$ cat src/rtl/dance_pkg.sv
// Shared gameplay types and constants for the arrow lane engine and the VGA arrow renderer.
package dance_pkg;

    typedef enum logic [1:0] {
        IDLE   = 2'd0,
        SCROLL = 2'd1,
        FLASH  = 2'd2
    } lane_state_e;

    localparam int NUM_LANES  = 4;
    localparam int LANE_LEFT  = 3;
    localparam int LANE_DOWN  = 2;
    localparam int LANE_UP    = 1;
    localparam int LANE_RIGHT = 0;

    localparam int DELTA_W = 9;

    localparam int unsigned DEF_START_Y = 408;
    localparam int unsigned DEF_HIT_WIN = 24;

    function automatic logic [2:0] popcount4(input logic [3:0] v);
        popcount4 = 3'(v[0]) + 3'(v[1]) + 3'(v[2]) + 3'(v[3]);
    endfunction

endpackage

$ cat src/rtl/arrow_lane_engine_if.sv
// Pad/spawn inputs and per-lane gameplay outputs of arrow_lane_engine.
// PERFECT_GRADE_EN adds the perfect_pulse strobe.
interface arrow_lane_engine_if;

    logic [3:0]                                   pad;
    logic [3:0]                                   lane_spawn;
    logic                                         pause;
    logic [dance_pkg::NUM_LANES*dance_pkg::DELTA_W-1:0] delta_y;
    logic [3:0]                                   lane_active;
    logic [3:0]                                   lane_flash;
    logic [3:0]                                   hit_pulse;
    logic [3:0]                                   miss_pulse;
    logic [15:0]                                  score;
    logic [7:0]                                   combo;
    logic                                         tick;
`ifdef PERFECT_GRADE_EN
    logic [3:0]                                   perfect_pulse;
`endif

    modport slave (
        input  pad, lane_spawn, pause,
        output delta_y, lane_active, lane_flash, hit_pulse, miss_pulse, score, combo, tick
`ifdef PERFECT_GRADE_EN
        , output perfect_pulse
`endif
    );

    modport master (
        output pad, lane_spawn, pause,
        input  delta_y, lane_active, lane_flash, hit_pulse, miss_pulse, score, combo, tick
`ifdef PERFECT_GRADE_EN
        , input perfect_pulse
`endif
    );

endinterface

$ cat src/rtl/arrow_lane.sv
// One lane: IDLE/SCROLL/FLASH state machine, vertical offset and flash tick counter.
// PERFECT_GRADE_EN adds the perfect-grade strobe.
module arrow_lane
    import dance_pkg::*;
#(
    parameter int unsigned START_Y     = DEF_START_Y,
    parameter int unsigned HIT_WIN     = DEF_HIT_WIN,
    parameter int unsigned FLASH_TICKS = 8
`ifdef PERFECT_GRADE_EN
    , parameter int unsigned PERFECT_WIN = 6
`endif
) (
    input  logic               clk,
    input  logic               rst_n,
    input  logic               spawn,
    input  logic               press,
    input  logic               tick,
    output logic [DELTA_W-1:0] delta,
    output logic               active,
    output logic               flash,
    output logic               hit,
    output logic               miss
`ifdef PERFECT_GRADE_EN
    , output logic             perfect
`endif
);

    localparam int FC_W = (FLASH_TICKS > 1) ? $clog2(FLASH_TICKS) : 1;
    localparam logic [DELTA_W-1:0] START_D  = DELTA_W'(START_Y);
    localparam logic [DELTA_W-1:0] HIT_D    = DELTA_W'(HIT_WIN);
    localparam logic [FC_W-1:0]    FC_LAST  = FC_W'(FLASH_TICKS - 1);
`ifdef PERFECT_GRADE_EN
    localparam logic [DELTA_W-1:0] PERFECT_D = DELTA_W'(PERFECT_WIN);
    logic perfect_next;
`endif

    lane_state_e        state, state_next;
    logic [DELTA_W-1:0] delta_next;
    logic [FC_W-1:0]    fcnt, fcnt_next;
    logic               hit_next, miss_next;

    // NOTE: sequential state uses non-blocking assignments so every flop samples pre-edge values.
    always_ff @(posedge clk) begin
        if (!rst_n) begin
            state <= IDLE;
            delta <= START_D;
            fcnt  <= '0;
            hit   <= 1'b0;
            miss  <= 1'b0;
`ifdef PERFECT_GRADE_EN
            perfect <= 1'b0;
`endif
        end else begin
            state <= state_next;
            delta <= delta_next;
            fcnt  <= fcnt_next;
            hit   <= hit_next;
            miss  <= miss_next;
`ifdef PERFECT_GRADE_EN
            perfect <= perfect_next;
`endif
        end
    end

    // NOTE: every output gets a default first so no path leaves one unassigned (no latch).
    always_comb begin
        state_next = state;
        delta_next = delta;
        fcnt_next  = fcnt;
        hit_next   = 1'b0;
        miss_next  = 1'b0;
`ifdef PERFECT_GRADE_EN
        perfect_next = 1'b0;
`endif
        unique case (state)
            IDLE: begin
                if (spawn) begin
                    state_next = SCROLL;
                    delta_next = START_D;
                end
            end
            SCROLL: begin
                // A hit beats a same-cycle tick, so the offset is held on the judging edge.
                if (press && (delta <= HIT_D)) begin
                    hit_next   = 1'b1;
                    state_next = FLASH;
                    fcnt_next  = '0;
`ifdef PERFECT_GRADE_EN
                    perfect_next = (delta <= PERFECT_D);
`endif
                end else if (tick) begin
                    if (delta == '0) begin
                        miss_next  = 1'b1;
                        state_next = IDLE;
                        delta_next = START_D;
                    end else begin
                        delta_next = delta - 1'b1;
                    end
                end
            end
            FLASH: begin
                if (tick) begin
                    if (fcnt == FC_LAST) begin
                        state_next = IDLE;
                        delta_next = START_D;
                    end else begin
                        fcnt_next = fcnt + 1'b1;
                    end
                end
            end
            default: state_next = IDLE;
        endcase
    end

    assign active = (state == SCROLL);
    assign flash  = (state == FLASH);

endmodule

$ cat src/rtl/arrow_lane_engine.sv
// Four-lane arrow gameplay stage: pad synchronizer, scroll tick divider, lanes, score and combo.
// Optional macro PERFECT_GRADE_EN adds perfect_pulse and double scoring for perfect hits.
module arrow_lane_engine
    import dance_pkg::*;
#(
    parameter int unsigned TICK_DIV    = 500000,
    parameter int unsigned START_Y     = DEF_START_Y,
    parameter int unsigned HIT_WIN     = DEF_HIT_WIN,
    parameter int unsigned FLASH_TICKS = 8
`ifdef PERFECT_GRADE_EN
    , parameter int unsigned PERFECT_WIN = 6
`endif
) (
    input logic               clk,
    input logic               rst_n,
    arrow_lane_engine_if.slave bus
);

    localparam int CNT_W = (TICK_DIV > 1) ? $clog2(TICK_DIV) : 1;
    localparam logic [CNT_W-1:0] CNT_LAST = CNT_W'(TICK_DIV - 1);

    logic [3:0]                   pad_meta, pad_sync, pad_last;
    logic [CNT_W-1:0]             div_cnt;
    logic                         tick_c;
    logic [3:0]                   press_g, spawn_g;
    logic [NUM_LANES*DELTA_W-1:0] delta_v;
    logic [3:0]                   active_v, flash_v, hit_v, miss_v, perf_v;
    logic [15:0]                  score, score_next;
    logic [7:0]                   combo, combo_next;
    logic [2:0]                   hit_cnt;
    logic [3:0]                   points;
    logic [16:0]                  score_sum;
    logic [8:0]                   combo_sum;

    // pad_last is the edge register behind the two synchronizer flops; released pads read 1.
    always_ff @(posedge clk) begin
        if (!rst_n) begin
            pad_meta <= '1;
            pad_sync <= '1;
            pad_last <= '1;
            div_cnt  <= '0;
            score    <= '0;
            combo    <= '0;
        end else begin
            pad_meta <= bus.pad;
            pad_sync <= pad_meta;
            pad_last <= pad_sync;
            if (!bus.pause) div_cnt <= tick_c ? '0 : div_cnt + 1'b1;
            score <= score_next;
            combo <= combo_next;
        end
    end

    assign tick_c  = !bus.pause && (div_cnt == CNT_LAST);
    assign press_g = bus.pause ? 4'h0 : (pad_last & ~pad_sync);
    assign spawn_g = bus.pause ? 4'h0 : bus.lane_spawn;

    for (genvar n = 0; n < NUM_LANES; n++) begin : g_lane
        arrow_lane #(
            .START_Y    (START_Y),
            .HIT_WIN    (HIT_WIN),
            .FLASH_TICKS(FLASH_TICKS)
`ifdef PERFECT_GRADE_EN
            , .PERFECT_WIN(PERFECT_WIN)
`endif
        ) u_lane (
            .clk   (clk),
            .rst_n (rst_n),
            .spawn (spawn_g[n]),
            .press (press_g[n]),
            .tick  (tick_c),
            .delta (delta_v[n*DELTA_W +: DELTA_W]),
            .active(active_v[n]),
            .flash (flash_v[n]),
            .hit   (hit_v[n]),
            .miss  (miss_v[n])
`ifdef PERFECT_GRADE_EN
            , .perfect(perf_v[n])
`endif
        );
    end

`ifndef PERFECT_GRADE_EN
    assign perf_v = 4'h0;
`endif

    // A perfect is worth one extra point on top of its hit.
    always_comb begin
        hit_cnt   = popcount4(hit_v);
        points    = 4'(hit_cnt) + 4'(popcount4(perf_v));
        score_sum = {1'b0, score} + 17'(points);
        score_next = score_sum[16] ? 16'hFFFF : score_sum[15:0];
        combo_sum = {1'b0, combo} + 9'(hit_cnt);
        if (|miss_v) combo_next = 8'(hit_cnt);
        else         combo_next = combo_sum[8] ? 8'hFF : combo_sum[7:0];
    end

    assign bus.delta_y     = delta_v;
    assign bus.lane_active = active_v;
    assign bus.lane_flash  = flash_v;
    assign bus.hit_pulse   = hit_v;
    assign bus.miss_pulse  = miss_v;
    assign bus.score       = score;
    assign bus.combo       = combo;
    assign bus.tick        = tick_c;
`ifdef PERFECT_GRADE_EN
    assign bus.perfect_pulse = perf_v;
`endif

endmodule

$ cat src/flat_wrapper.sv
// flat-port wrapper written by rule: the top's interface ports become plain ports
module arrow_lane_engine_flat import dance_pkg::*;
#(
    parameter int unsigned TICK_DIV    = 500000,
    parameter int unsigned START_Y     = DEF_START_Y,
    parameter int unsigned HIT_WIN     = DEF_HIT_WIN,
    parameter int unsigned FLASH_TICKS = 8

)
  (clk, rst_n, bus_pad, bus_lane_spawn, bus_pause, bus_delta_y, bus_lane_active, bus_lane_flash, bus_hit_pulse, bus_miss_pulse, bus_score, bus_combo, bus_tick);
  arrow_lane_engine_if bus_i ();
  input logic clk;
  input logic rst_n;
  input wire logic [$bits(bus_i.pad)-1:0] bus_pad;
  input wire logic [$bits(bus_i.lane_spawn)-1:0] bus_lane_spawn;
  input wire logic [$bits(bus_i.pause)-1:0] bus_pause;
  output wire logic [$bits(bus_i.delta_y)-1:0] bus_delta_y;
  output wire logic [$bits(bus_i.lane_active)-1:0] bus_lane_active;
  output wire logic [$bits(bus_i.lane_flash)-1:0] bus_lane_flash;
  output wire logic [$bits(bus_i.hit_pulse)-1:0] bus_hit_pulse;
  output wire logic [$bits(bus_i.miss_pulse)-1:0] bus_miss_pulse;
  output wire logic [$bits(bus_i.score)-1:0] bus_score;
  output wire logic [$bits(bus_i.combo)-1:0] bus_combo;
  output wire logic [$bits(bus_i.tick)-1:0] bus_tick;
  assign bus_i.pad = bus_pad;
  assign bus_i.lane_spawn = bus_lane_spawn;
  assign bus_i.pause = bus_pause;
  assign bus_delta_y = bus_i.delta_y;
  assign bus_lane_active = bus_i.lane_active;
  assign bus_lane_flash = bus_i.lane_flash;
  assign bus_hit_pulse = bus_i.hit_pulse;
  assign bus_miss_pulse = bus_i.miss_pulse;
  assign bus_score = bus_i.score;
  assign bus_combo = bus_i.combo;
  assign bus_tick = bus_i.tick;
  arrow_lane_engine #(.TICK_DIV(TICK_DIV), .START_Y(START_Y), .HIT_WIN(HIT_WIN), .FLASH_TICKS(FLASH_TICKS)) u_core (.clk(clk), .rst_n(rst_n), .bus(bus_i));
endmodule
$ cat config.mk
export PLATFORM = sky130hd
export DESIGN_NAME = arrow_lane_engine_flat
export DESIGN_NICKNAME = d
export VERILOG_FILES = /design/src/rtl/dance_pkg.sv /design/src/rtl/arrow_lane_engine_if.sv /design/src/rtl/arrow_lane.sv /design/src/rtl/arrow_lane_engine.sv /design/src/flat_wrapper.sv
export SDC_FILE = /design/constraint.sdc
export NUM_CORES = 1
export LEC_CHECK = 0
export BUFFER_PORTS_ARGS = -buffer_cell sky130_fd_sc_hd__buf_4
export CORE_ASPECT_RATIO = 1.4
export CORE_MARGIN = 1
export CORE_UTILIZATION = 54
export CTS_BUF_LIST = sky130_fd_sc_hd__clkbuf_2
export CTS_CLUSTER_SIZE = 14
export DETAILED_ROUTE_END_ITERATION = 16
export PLACE_DENSITY = 0.79
export SETUP_SLACK_MARGIN = 0.02
export SLEW_MARGIN = 20
export SYNTH_ARGS = -nofsm -noshare
export SYNTH_HDL_FRONTEND = slang
export SYNTH_SLANG_ARGS = --single-unit
$ cat constraint.sdc
create_clock -name clk -period 3.1 [get_ports clk]
set_input_delay 0.31 -clock clk [delete_from_list [all_inputs] [get_ports clk]]
set_output_delay 0.31 -clock clk [all_outputs]
set_load 0.01 [all_outputs]
==> out/metrics.cfg <==
[clock_network]
cts_sinks = 119
htreeDepth = 4
cts_tree = yes
root_buffer = clkbuf_2
postCtsSetupRepairBufs = 0
cts_buffer_depth = 2
clkLatencyLatePin_ns = 0.68
clkSlewWorstSetupHoldPaths_ns = 0.18
cts_buffers = 17

[sta]
report.final.setup_viol = 0
max_freq_mhz = 341.0
fin_crit_sh_pct = 94.59
fin_setup_tns_ns = 0
final_max_slew_viol_count = 0
hold_viol = 0
tightest_slew_ns = 0.6086
fin_ws_ns = 0.1677
rsz0062_at_grt = false
finalCriticalPeriod_ns = 2.932
relSlewSlack_pct = 59.38
skew_ns = 0.02912

[worst_setup_path]
reg2reg_to = u_core.bus.score[14]
startpoint = u_core.g_lane[1].u_lane.hit
r2r_slack_ns = 0.17
criticalPathCategory = reg -> reg
path_max_fanout = 4
critPathCaptureType = register
r2r_start = u_core.g_lane[1].u_lane.hit
cp.arrival_ns = 3.51
start_kind = register
cp-endpoint = u_core.bus.score[14]
ff2ff_path_depth = 13
required_ns = 3.68

[place]
dp_slack_ns = 0.1322
io_buffer_count = 87
hpwl_mm = 10.76
globalplace.congestion = 0.8948

[floorplan]
initial_core_util_pct = 55.61
core_area_um2 = 10920
die_h_um = 127.5
dieArea_um2 = 11680
rows = 45
io_pins = 88
die_w_um = 91.64

[drt]
drt_first_pass_iters = 8
drt-total-wl_mm = 15.14
wl_per_cell_um = 15.72
topRoutingLayerUsed = met4
drtIter0Drc = 386
via_per_inst = 5.865
dr_wl_met2_mm = 7.897
wl_met3_um = 724
wl_met1_mm = 6.184
drc = 0
vias = 5648
drtAntennaViolNets = 0

[hold_path]
hp-class = in -> reg

[power]
power.leakage_uw = 0.002879
power_density_nw_per_um2 = 425.7
peakVddDrop_v = 0.0003149

[synth]
synthArstFlopShare_pct = 0
synth_area_leaders = dfxtp_1, ha_1, a21oi_1
syn_area_um2 = 6075
avgSynthCellArea_um2 = 8.437
synth_cell_types = 70
synth_warnings = 0
synth_top_cell_area_share_pct = 39.22
syn_inst = 720
synth_edf_count = 0
ys_seq_elements = 119
synth.largest_area_cell = dfxtp_1
ys.flop_type = dfxtp_1
yosysSeqAreaShare_pct = 39.22
synth_nets = 758

[final_layout]
final_common_cell = dfxtp_1
fin_util_pct = 66.05
finalNetCount = 846
fill_cells = 956
layout-drive-gt1-share_pct = 18.39
area_delta_synth_final_pct = 18.76
final_cell_mix = dfxtp_1, buf_4, nor2_1

[global_route]
grt-ovfl-total = 0
grt_pass1_vias = 5551
grt_pass1_wl_mm = 24.94
antenna_found_initial = 1
grt_start_max_net_pins = 35
grt_use_total_pct = 26.46

[run]
maxCapViolCount = 0

[status]
outcome = completed

-- stage by stage --
step	power, uW	instances	cell area, um^2	hold slack [ns]
2_1_floorplan	1737	720	6075	0.3863
3_3_place_gp	1796	920	6751	0.3887
3_5_place_dp	1802	920	6751	0.3960
4_1_cts	3084	962	7169	0.06122
5_1_grt	3180	963	7214	0.06218
6_report	3071	963	7214	0.09981
-- layer usage --
metal	GRT usage (%)	vias to the layer above
met2	48.61	155
li1	-	2740
met1	28.51	2719
met4	11.30	0
met5	0	-
met3	6.667	34
-- state kept, by name, summed over array words and instances (netlist names) --
name,count
u_core.bus.combo,8
u_core.g_lane.u_lane.delta,36
u_core.pad_last,4
u_core.pad_sync,4
u_core.div_cnt,19
u_core.g_lane.u_lane.fcnt,12
u_core.bus.score,16
u_core.g_lane.u_lane.hit,4
u_core.pad_meta,4
u_core.g_lane.u_lane.miss,4
u_core.g_lane.u_lane.state,8
-- synthesized netlist by cell type, types with 16 or more instances --
cell      number
inv_1         34
nor2_1        68
nand2b_1      25
buf_4         17
nand3_1       29
xor2_1        16
nor3_1        26
nand2_1       58
a21oi_1       53
dfxtp_1      119
ha_1          24
o21ai_0       33
-- where the power goes --
part / leakage [uW] / total [uW] / internal (uW) / switching (uW)
clock: 0.000173 / 1290 / 680 / 607
combinational: 0.00174 / 199 / 85.9 / 114
sequential: 0.000963 / 1580 / 1560 / 28.8
-- cells by family (layout without fill, tap and decap cells) --
kind of cell | Yosys count | after routing | share of synthesized area (%)
AOI/OAI and AO/OA | 168 | 168 | 17.88
xor gates and xnor gates | 28 | 28 | 4.037
adders and majority gates | 27 | 27 | 5.932
buffers and inverters | 73 | 174 | 5.911
DFF | 119 | 119 | 39.22
muxes | 4 | 4 | 0.6591
other | 0 | 1 | 0
and+or+nand+nor | 301 | 301 | 26.36
-- critical path: stages (launching register included) --
cell      delay [ns]
dfxtp_1         0.35
ha_1            0.28
inv_1           0.07
fa_1            0.42
inv_2           0.10
ha_1            0.16
inv_1           0.06
fa_2            0.37
o21bai_1        0.21
a21oi_2         0.12
nor3_2          0.25
buf_4           0.17
and4b_1         0.22
nor3_1          0.07
-- worst min-delay path by stage --
stage | start | end | depth (start not counted) | slack (ns)
final | bus_lane_spawn[2] | u_core.g_lane[2].u_lane.state[0] | 4 | 0.1
after detailed placement | u_core.pad_meta[1] | u_core.pad_sync[1] | 1 | 0.40
after global placement | u_core.pad_meta[2] | u_core.pad_sync[2] | 1 | 0.39
after CTS | bus_lane_spawn[2] | u_core.g_lane[2].u_lane.state[0] | 4 | 0.06
after floorplan | u_core.pad_meta[0] | u_core.pad_sync[0] | 1 | 0.39
after global routing | bus_lane_spawn[2] | u_core.g_lane[2].u_lane.state[0] | 4 | 0.06
-- area by class of cell --
cell class | instances | area, um^2 | area share [%]
Antenna cell | 1 | 2.502 | 0.03469
Multi-Input combinational cell | 528 | 3376 | 46.79
Inverter | 35 | 131.4 | 1.821
Sequential cell | 119 | 2382 | 33.02
Tap cell | 141 | 176.4 | 2.445
Clock inverter | 15 | 232.7 | 3.226
Timing Repair Buffer | 107 | 828.3 | 11.48
Clock buffer | 17 | 85.08 | 1.179
-- repair_timing --
action,CTS,global route
hold buffers,10,0
resized for setup,0,10
setup endpoints to repair,0,17
endpoints found under the hold margin,15,0
Power figures use the tool's default switching activity.
